File: config.mk
export PLATFORM = sky130hd
export DESIGN_NAME = dm_access_arbiter
export DESIGN_NICKNAME = d
export VERILOG_FILES = /design/src/rtl/dm_access_arbiter.sv
export SDC_FILE = /design/constraint.sdc
export NUM_CORES = 1
export LEC_CHECK = 0
export BUFFER_PORTS_ARGS = -buffer_cell sky130_fd_sc_hd__buf_2
export CORE_AREA = 2 2 127 129
export DETAILED_ROUTE_END_ITERATION = 16
export DIE_AREA = 0 0 129 131
export PLACE_DENSITY = 0.48
export SKIP_LAST_GASP = 1
export SLEW_MARGIN = 25
export SYNTH_ARGS = -nofsm -noshare
export SYNTH_HDL_FRONTEND = slang
export SYNTH_SLANG_ARGS = --single-unit
File: constraint.sdc
create_clock -name i_clk -period 3.6 [get_ports i_clk]
set_input_delay 0.18 -clock i_clk [delete_from_list [all_inputs] [get_ports i_clk]]
set_output_delay 0.18 -clock i_clk [all_outputs]
set_load 0.005 [all_outputs]
File: src/rtl/dm_access_arbiter.sv
// dm_access_arbiter
// Shares the single-port data memory between the M-stage load/store unit (CPU)
// and the external bridge/debug port (EXT). One word access is granted per
// cycle with round-robin priority; the ack and read data return one cycle later.
// Optional build macro: DM_ARB_TRACE_EN prints a trace line for every CPU store.
module dm_access_arbiter #(
    parameter int ADDR_W = 32,
    parameter int IDX_W  = 12
) (
    input  logic              i_clk,
    input  logic              i_reset,      // asynchronous, active-low

    input  logic              i_cpu_req,
    input  logic              i_cpu_we,
    input  logic [ADDR_W-1:0] i_cpu_addr,
    input  logic [3:0]        i_cpu_be,
    input  logic [31:0]       i_cpu_wdata,
    input  logic [31:0]       i_cpu_pc,
    output logic              o_cpu_gnt,
    output logic              o_cpu_stall,
    output logic              o_cpu_ack,
    output logic [31:0]       o_cpu_rdata,
    output logic              o_cpu_err,

    input  logic              i_ext_req,
    input  logic              i_ext_we,
    input  logic [ADDR_W-1:0] i_ext_addr,
    input  logic [3:0]        i_ext_be,
    input  logic [31:0]       i_ext_wdata,
    output logic              o_ext_gnt,
    output logic              o_ext_ack,
    output logic [31:0]       o_ext_rdata,
    output logic              o_ext_err,

    output logic [IDX_W-1:0]  o_mem_idx,
    output logic              o_mem_we,
    output logic [3:0]        o_mem_be,
    output logic [31:0]       o_mem_wdata,
    input  logic [31:0]       i_mem_rdata
);

    typedef enum logic [1:0] {
        S_IDLE,
        S_RESP_CPU,
        S_RESP_EXT
    } state_t;

    state_t r_state;
    state_t w_next_state;

    logic r_last_ext;       // 1 when the most recent grant went to EXT
    logic r_resp_err;       // error status of the access now being acknowledged
    logic r_resp_we;        // access now being acknowledged was a store

    logic w_cpu_in_range;
    logic w_ext_in_range;
    logic w_cpu_be_ok;
    logic w_ext_be_ok;
    logic w_cpu_err;
    logic w_ext_err;

    logic w_cpu_win;
    logic w_ext_win;

    logic              w_sel_we;
    logic [ADDR_W-1:0] w_sel_addr;
    logic [3:0]        w_sel_be;
    logic [31:0]       w_sel_wdata;
    logic              w_sel_err;

    // A byte-enable pattern is legal only for the size and alignment it implies:
    // word at offset 0, halfword at offset 0 or 2, single byte at its own lane.
    function automatic logic be_matches(input logic [3:0] be, input logic [1:0] off);
        logic ok;
        ok = 1'b0;
        case (be)
            4'b1111: ok = (off == 2'd0);
            4'b0011: ok = (off == 2'd0);
            4'b1100: ok = (off == 2'd2);
            4'b0001: ok = (off == 2'd0);
            4'b0010: ok = (off == 2'd1);
            4'b0100: ok = (off == 2'd2);
            4'b1000: ok = (off == 2'd3);
            default: ok = 1'b0;
        endcase
        return ok;
    endfunction

    assign w_cpu_in_range = (i_cpu_addr[ADDR_W-1:IDX_W+2] == '0);
    assign w_ext_in_range = (i_ext_addr[ADDR_W-1:IDX_W+2] == '0);
    assign w_cpu_be_ok    = be_matches(i_cpu_be, i_cpu_addr[1:0]);
    assign w_ext_be_ok    = be_matches(i_ext_be, i_ext_addr[1:0]);
    assign w_cpu_err      = ~w_cpu_in_range | ~w_cpu_be_ok;
    assign w_ext_err      = ~w_ext_in_range | ~w_ext_be_ok;

    // Round-robin choice: a lone requester wins, a tie goes to whoever was not
    // granted last; nothing is granted while reset is asserted
    always_comb begin
        w_cpu_win = i_reset & i_cpu_req & (~i_ext_req | r_last_ext);
        w_ext_win = i_reset & i_ext_req & (~i_cpu_req | ~r_last_ext);
    end

    assign o_cpu_gnt   = w_cpu_win;
    assign o_ext_gnt   = w_ext_win;
    assign o_cpu_stall = i_cpu_req & ~w_cpu_win;

    // Route the winning requester's access onto the DM port (all zero when idle)
    always_comb begin
        w_sel_we    = 1'b0;
        w_sel_addr  = '0;
        w_sel_be    = 4'b0000;
        w_sel_wdata = 32'h0;
        w_sel_err   = 1'b0;
        if (w_cpu_win) begin
            w_sel_we    = i_cpu_we;
            w_sel_addr  = i_cpu_addr;
            w_sel_be    = i_cpu_be;
            w_sel_wdata = i_cpu_wdata;
            w_sel_err   = w_cpu_err;
        end else if (w_ext_win) begin
            w_sel_we    = i_ext_we;
            w_sel_addr  = i_ext_addr;
            w_sel_be    = i_ext_be;
            w_sel_wdata = i_ext_wdata;
            w_sel_err   = w_ext_err;
        end
    end

    assign o_mem_idx   = w_sel_addr[IDX_W+1:2];
    assign o_mem_we    = w_sel_we & ~w_sel_err;
    assign o_mem_be    = o_mem_we ? w_sel_be : 4'b0000;
    assign o_mem_wdata = w_sel_wdata;

    // State register plus the round-robin history and the status of the issued access
    always_ff @(posedge i_clk or negedge i_reset) begin
        if (!i_reset) begin
            r_state    <= S_IDLE;
            r_last_ext <= 1'b1;
            r_resp_err <= 1'b0;
            r_resp_we  <= 1'b0;
        end else begin
            r_state    <= w_next_state;
            r_resp_err <= w_sel_err;
            r_resp_we  <= w_sel_we;
            if (w_cpu_win) begin
                r_last_ext <= 1'b0;
            end else if (w_ext_win) begin
                r_last_ext <= 1'b1;
            end
        end
    end

    // Next state follows this cycle's grant; response outputs decode the current state
    always_comb begin
        w_next_state = S_IDLE;
        o_cpu_ack    = 1'b0;
        o_cpu_err    = 1'b0;
        o_cpu_rdata  = 32'h0;
        o_ext_ack    = 1'b0;
        o_ext_err    = 1'b0;
        o_ext_rdata  = 32'h0;

        if (w_cpu_win) begin
            w_next_state = S_RESP_CPU;
        end else if (w_ext_win) begin
            w_next_state = S_RESP_EXT;
        end

        case (r_state)
            S_RESP_CPU: begin
                o_cpu_ack = 1'b1;
                o_cpu_err = r_resp_err;
                if (!r_resp_we && !r_resp_err) begin
                    o_cpu_rdata = i_mem_rdata;
                end
            end
            S_RESP_EXT: begin
                o_ext_ack = 1'b1;
                o_ext_err = r_resp_err;
                if (!r_resp_we && !r_resp_err) begin
                    o_ext_rdata = i_mem_rdata;
                end
            end
            default: begin
            end
        endcase
    end

`ifdef DM_ARB_TRACE_EN
    logic              r_tr_valid;
    logic [31:0]       r_tr_pc;
    logic [ADDR_W-1:0] r_tr_addr;
    logic [3:0]        r_tr_be;
    logic [31:0]       r_tr_wdata;
    logic [31:0]       w_tr_merged;

    // Remember each issued CPU store; the DM hands back the pre-write word of
    // that index in the following cycle, which is what the merge needs
    always_ff @(posedge i_clk or negedge i_reset) begin
        if (!i_reset) begin
            r_tr_valid <= 1'b0;
            r_tr_pc    <= 32'h0;
            r_tr_addr  <= '0;
            r_tr_be    <= 4'b0000;
            r_tr_wdata <= 32'h0;
        end else begin
            r_tr_valid <= w_cpu_win & i_cpu_we & ~w_cpu_err;
            r_tr_pc    <= i_cpu_pc;
            r_tr_addr  <= {i_cpu_addr[ADDR_W-1:2], 2'b00};
            r_tr_be    <= i_cpu_be;
            r_tr_wdata <= i_cpu_wdata;
        end
    end

    // Old word with the enabled lanes replaced by the store data
    always_comb begin
        w_tr_merged = i_mem_rdata;
        for (int b = 0; b < 4; b++) begin
            if (r_tr_be[b]) begin
                w_tr_merged[8*b +: 8] = r_tr_wdata[8*b +: 8];
            end
        end
    end

    // Emit one trace line per completed CPU store
    always_ff @(posedge i_clk) begin
        if (r_tr_valid) begin
            $display("%d@%h: *%h <= %h", $time, r_tr_pc, r_tr_addr, w_tr_merged);
        end
    end
`else
    logic w_unused_pc;
    assign w_unused_pc = ^i_cpu_pc;
`endif

endmodule

# Word-level counts from Yosys, hierarchy flattened
# Index checks and enable logic that the tools add are counted.
# totals
regBits,5
latch_bits,0
ram_bits,0
rom_bits,0
inputBits,206
output_inout_bits,120
elab_cells,81
n_memories,0
# classes
addsub,0
mul,0
n_div,0
magnitude_cmp,0
n_eq_ne,22
shift,0
mux,24
n_bitwise,19
n_reduce_logical,12
# op_table
cell,n
$mux 32,5
$logic_not 18->1,2
$mux 14,2
$eq 4x4->1 const B,6
$eq 4x2->1 const B,4
$mux 4,3
$eq 2x2->1 const B,5
$mux 1,10
$not 1->1,9
$eq 4x1->1 const B,2
$eq 4x3->1 const B,2
$pmux 1 s4,2
$and 1x1->1,6
$eq 2x1->1 const B,3
$reduce_or 3->1,2
$logic_not 2->1,2
$mux 2,2
$or 1x1->1,4
$reduce_or 2->1,2
$logic_not 1->1,2
$reduce_bool 2->1,1
$logic_and 1x1->1,1

# Logic depth before layout (Yosys ltp)
# depth
depth_word,10
depth_mapped,6
depth_no_buf,5

# Worst setup path before layout
# Ideal clock, no wire load.
# synth_path
path_type,register -> output
from,reg r_last_ext
to,out o_mem_be[0]
arrival_time_ns,1.490
required_time_ns,3.420
setup_slack_ns,1.930
path_stages_with_launch,6
path_buffers,1
path_cell_list,dfstp_2 nor2b_1 nor2_1 clkbuf_1 a22oi_1 nor4_1
# synth_between
elab_chain_cells,8
word_cells_on_any_way,14
cone_classes,mux: 7; bitwise: 7
# synth_lines
element,line,rtl
start: declaration,51,logic r_last_ext;
start signal: assignment,138,r_last_ext <= 1'b1;
start signal: assignment,146,r_last_ext <= 1'b0;
start signal: assignment,148,r_last_ext <= 1'b1;
$not 1->1,100,w_ext_win = i_reset & i_ext_req & (~i_cpu_req | ~r_last_ext);
$or 1x1->1,100,
$and 1x1->1,100,
$mux 1,120,end else if (w_ext_win) begin
$mux 1,114,if (w_cpu_win) begin
$not 1->1,130,assign o_mem_we = w_sel_we & ~w_sel_err;
$and 1x1->1,130,
$mux 4 (*),131,assign o_mem_be = o_mem_we ? w_sel_be : 4'b0000;
end: declaration,37,"output logic [3:0] o_mem_be,"
# Mark *: on every way between the ends. The rest lies on a longest branch, timed or not.

# Worst setup path in the final report
# layout_path
from,in i_reset
to,out o_mem_be[0]
# layout_between
elab_chain_cells,7
word_cells_on_any_way,13
cone_classes,mux: 7; bitwise: 6
# layout_lines
element,line,rtl
start: declaration,11,"input logic i_reset,"
$and 1x1->1 (2 in a row),100,
$mux 1,120,
$mux 1,114,
$not 1->1,130,
$and 1x1->1,130,
$mux 4 (*),131,
# Marked as above.

==> results.yml <==
timing:
  fmax_mhz: 405.6
  fin_crit_sh_pct: 68.48
  clock_skew_ps: 0.6320
  slew_viol_final: 0
  setup_viol: 0
  hold_violations: 0
  layout_min_cycle_time_ps: 2465
  worst-slew-pin-transition_ps: 496.8
  slew_headroom_pct: 66.80
  rsz0062_at_grt: "false"
  setup-tns-final_ps: 0
synth:
  synth.largest_area_cell: "and2_1"
  synthTopCellsByArea: "and2_1 30%, a22o_1 28%, dfrtp_1 7.2%"
  synthAdderAreaFrac_pct: 0
  synth.area.mux_share_pct: 0.7214
  synthXorXnorAreaFrac_pct: 0
  synthSimpleGateAreaFrac_pct: 49.50
  syn-cell-area_um2: 1388
  synth_top_family_by_area: "simple AND/OR/NAND/NOR gates"
  syn-num-nets: 402
  synthFlopType: "dfrtp_1"
  yosysWarnings: 0
  ys_async_sr_fraction_pct: 100.0
  postSynthCellCount: 196
  syn_area_per_cell_um2: 7.079
  synth_compound_area_share_pct: 35.44
  synth_edf_count: 0
  synth_top_cell_area_share_pct: 29.76
  ys_ff_latch: 5
  synth-seq-area-share_pct: 9.107
  ys_types: 33
detailed_routing:
  first_pass_iters: 4
  drc: 0
  vias: 2592
  drt_iter0_markers: 42
  post_drt_wl_per_cell_um: 12.17
  ant_nets: 0
  routed_via_density: 3.713
  finalWirelength_um: 8494
die:
  die_w_um: 129
  io_pins: 326
  initial_utilization_pct: 8.896
  rows: 46
  core_area_um2: 15600
  die_h_um: 131
  fp.dieArea_um2: 16900
cells_and_area:
  antenna_cells: 0
  stdcell_area_um2: 3204
  drive_gt1_share_pct: 63.49
  fin_nets: 689
  final_util_pct: 20.54
  layout_common_cells: "293 x buf_2, 66 x and2_1, 44 x a22o_1"
  instances_no_fill: 698
  syn_to_final_growth_pct: 130.9
  final_common_cell: "buf_2"
worst_setup_path:
  cpMostUsedCell: "buf_2"
  end_kind: "output pin"
  cpMaxStageDelayCell: "dlygate4sd3_1"
  start_kind: "input pin"
  crit_type: "in2out"
  cp_top_family: "buffers and inverters"
  worstPathMaxFanout: 39
  slowest_delay_ps: 540
  path_buf_inv: 4
  arrival_ps: 2290
  cp_cell_sequence: "dlygate4sd3_1, buf_2, and3_2, buf_4, a22oi_1, nor4_1, buf_2"
  cp.required_ps: 3420
global_routing:
  grt_use_met3_pct: 0.9365
  busiest_layer: "met2"
  grt_pass1_wl_um: 11020
  grt_pass1_vias: 2274
  grt_use_total_pct: 8.319
  grt_use_met2_pct: 16.93
  grt_max_degree: 40
  antenna_found_initial: 0
  overflow: 0
  gr-usage-met1_pct: 9.102
run:
  maxCapViolCount: 0
power_and_ir_drop:
  p_per_area_nw_per_um2: 174.9
  clock_power_share_pct: 32.4
  pwr-share-comb_pct: 54.9
  p_int_uw: 379.9
  p_sw_uw: 180.5
  peakVddDrop_v: 0.00007609
  finalPower_uw: 560.3
  p_leak_nw: 1.927
  pwr-share-seq_pct: 12.7
  sw_frac_of_total_pct: 32.21
outcome:
  status: "finished clean"
clock_network:
  clockBufferDepth: 2
  ctsRootBufferMaster: "clkbuf_16"
  cts_tree: "done"
  path_clk_slew_ps: 30
  cts_resized: 0
  postCtsHoldBufs: 1
  cts_buffers: 3
  cts_setup_buffers: 0
  h-tree-depth: 1
  cts.sinks: 5
  insertion_delay_ps: 230
place:
  globalplace.congestion: 0.7977
  postPlaceCellArea_um2: 3115
  dpl.cell_count: 693
  port_buffers: 293
  dp_hpwl_um: 7478
worst_hold_path:
  min_path_type: "in2reg"
## worst paths after layout
path                                        start                     end  slack, ps  cells past startpoint
setup reg to reg           r_last_ext$_DFFE_PN1P_    r_resp_err$_DFF_PN0_       1850                      5
hold reg to reg            r_last_ext$_DFFE_PN1P_  r_last_ext$_DFFE_PN1P_        530                      2
min in group asynchronous                 i_reset    r_state[1]$_DFF_PN0_        380                      2
hold / removal                          i_cpu_req  r_last_ext$_DFFE_PN1P_        160                      2
setup / recovery                          i_reset             o_mem_be[0]       1130                      7
max in group asynchronous                 i_reset  r_last_ext$_DFFE_PN1P_       2980                      2
## area by class of cell
cell class / count / area (um^2)
clock buffer: 4 / 78.83
fill: 1743 / 12390
inverter: 2 / 7.507
multi-input combinational: 172 / 1207
sequential: 5 / 126.4
tap: 216 / 270.3
timing repair buffer: 299 / 1514
## flip-flops by register name, summed over array words and instances, names as in the netlist
name	count
r_state	2
r_resp_err	1
r_last_ext	1
r_resp_we	1
## stage by stage
stage / setup WS (ps) / hold WS, ps
finish: 1135 / 157.4
global route: 908.6 / 186.3
CTS: 1077 / 156.4
detailed placement: 1645 / 43.69
global placement: 1575 / 41.22
floorplan: 1930 / -115.6
## cell usage after synthesis (all sizes together), types with 3 or more instances
master  count
nor4       10
and2       66
nor2        5
a22oi       4
nor2b       7
dfrtp       4
clkbuf     15
o21ai       4
a22o       44
nand2       5
nand3       3
## metal layers
layer	routed length (um)	up-vias	share of wire, %
li1	-	1305	-
met1	3329	1102	39
met2	4423	183	52
met3	707	2	8.3
met4	34	0	0.40
met5	0	-	0
## power by group through the flow
stage / Sequential (mW) / Combinational (mW) / Clock (mW)
6_report: 0.0712 / 0.307 / 0.182
5_1_grt: 0.0726 / 0.344 / 0.191
4_1_cts: 0.0712 / 0.312 / 0.186
3_5_place_dp: 0.0716 / 0.311 / 0
3_3_place_gp: 0.0716 / 0.313 / 0
2_1_floorplan: 0.0687 / 0.119 / 0
## cell families after synthesis
logic type | after synthesis
and+or+nand+nor | 112
AOI/OAI and AO/OA | 59
buffers and inverters | 19
DFF | 5
muxes | 1
Note: power is estimated with default switching activity, not from simulation.
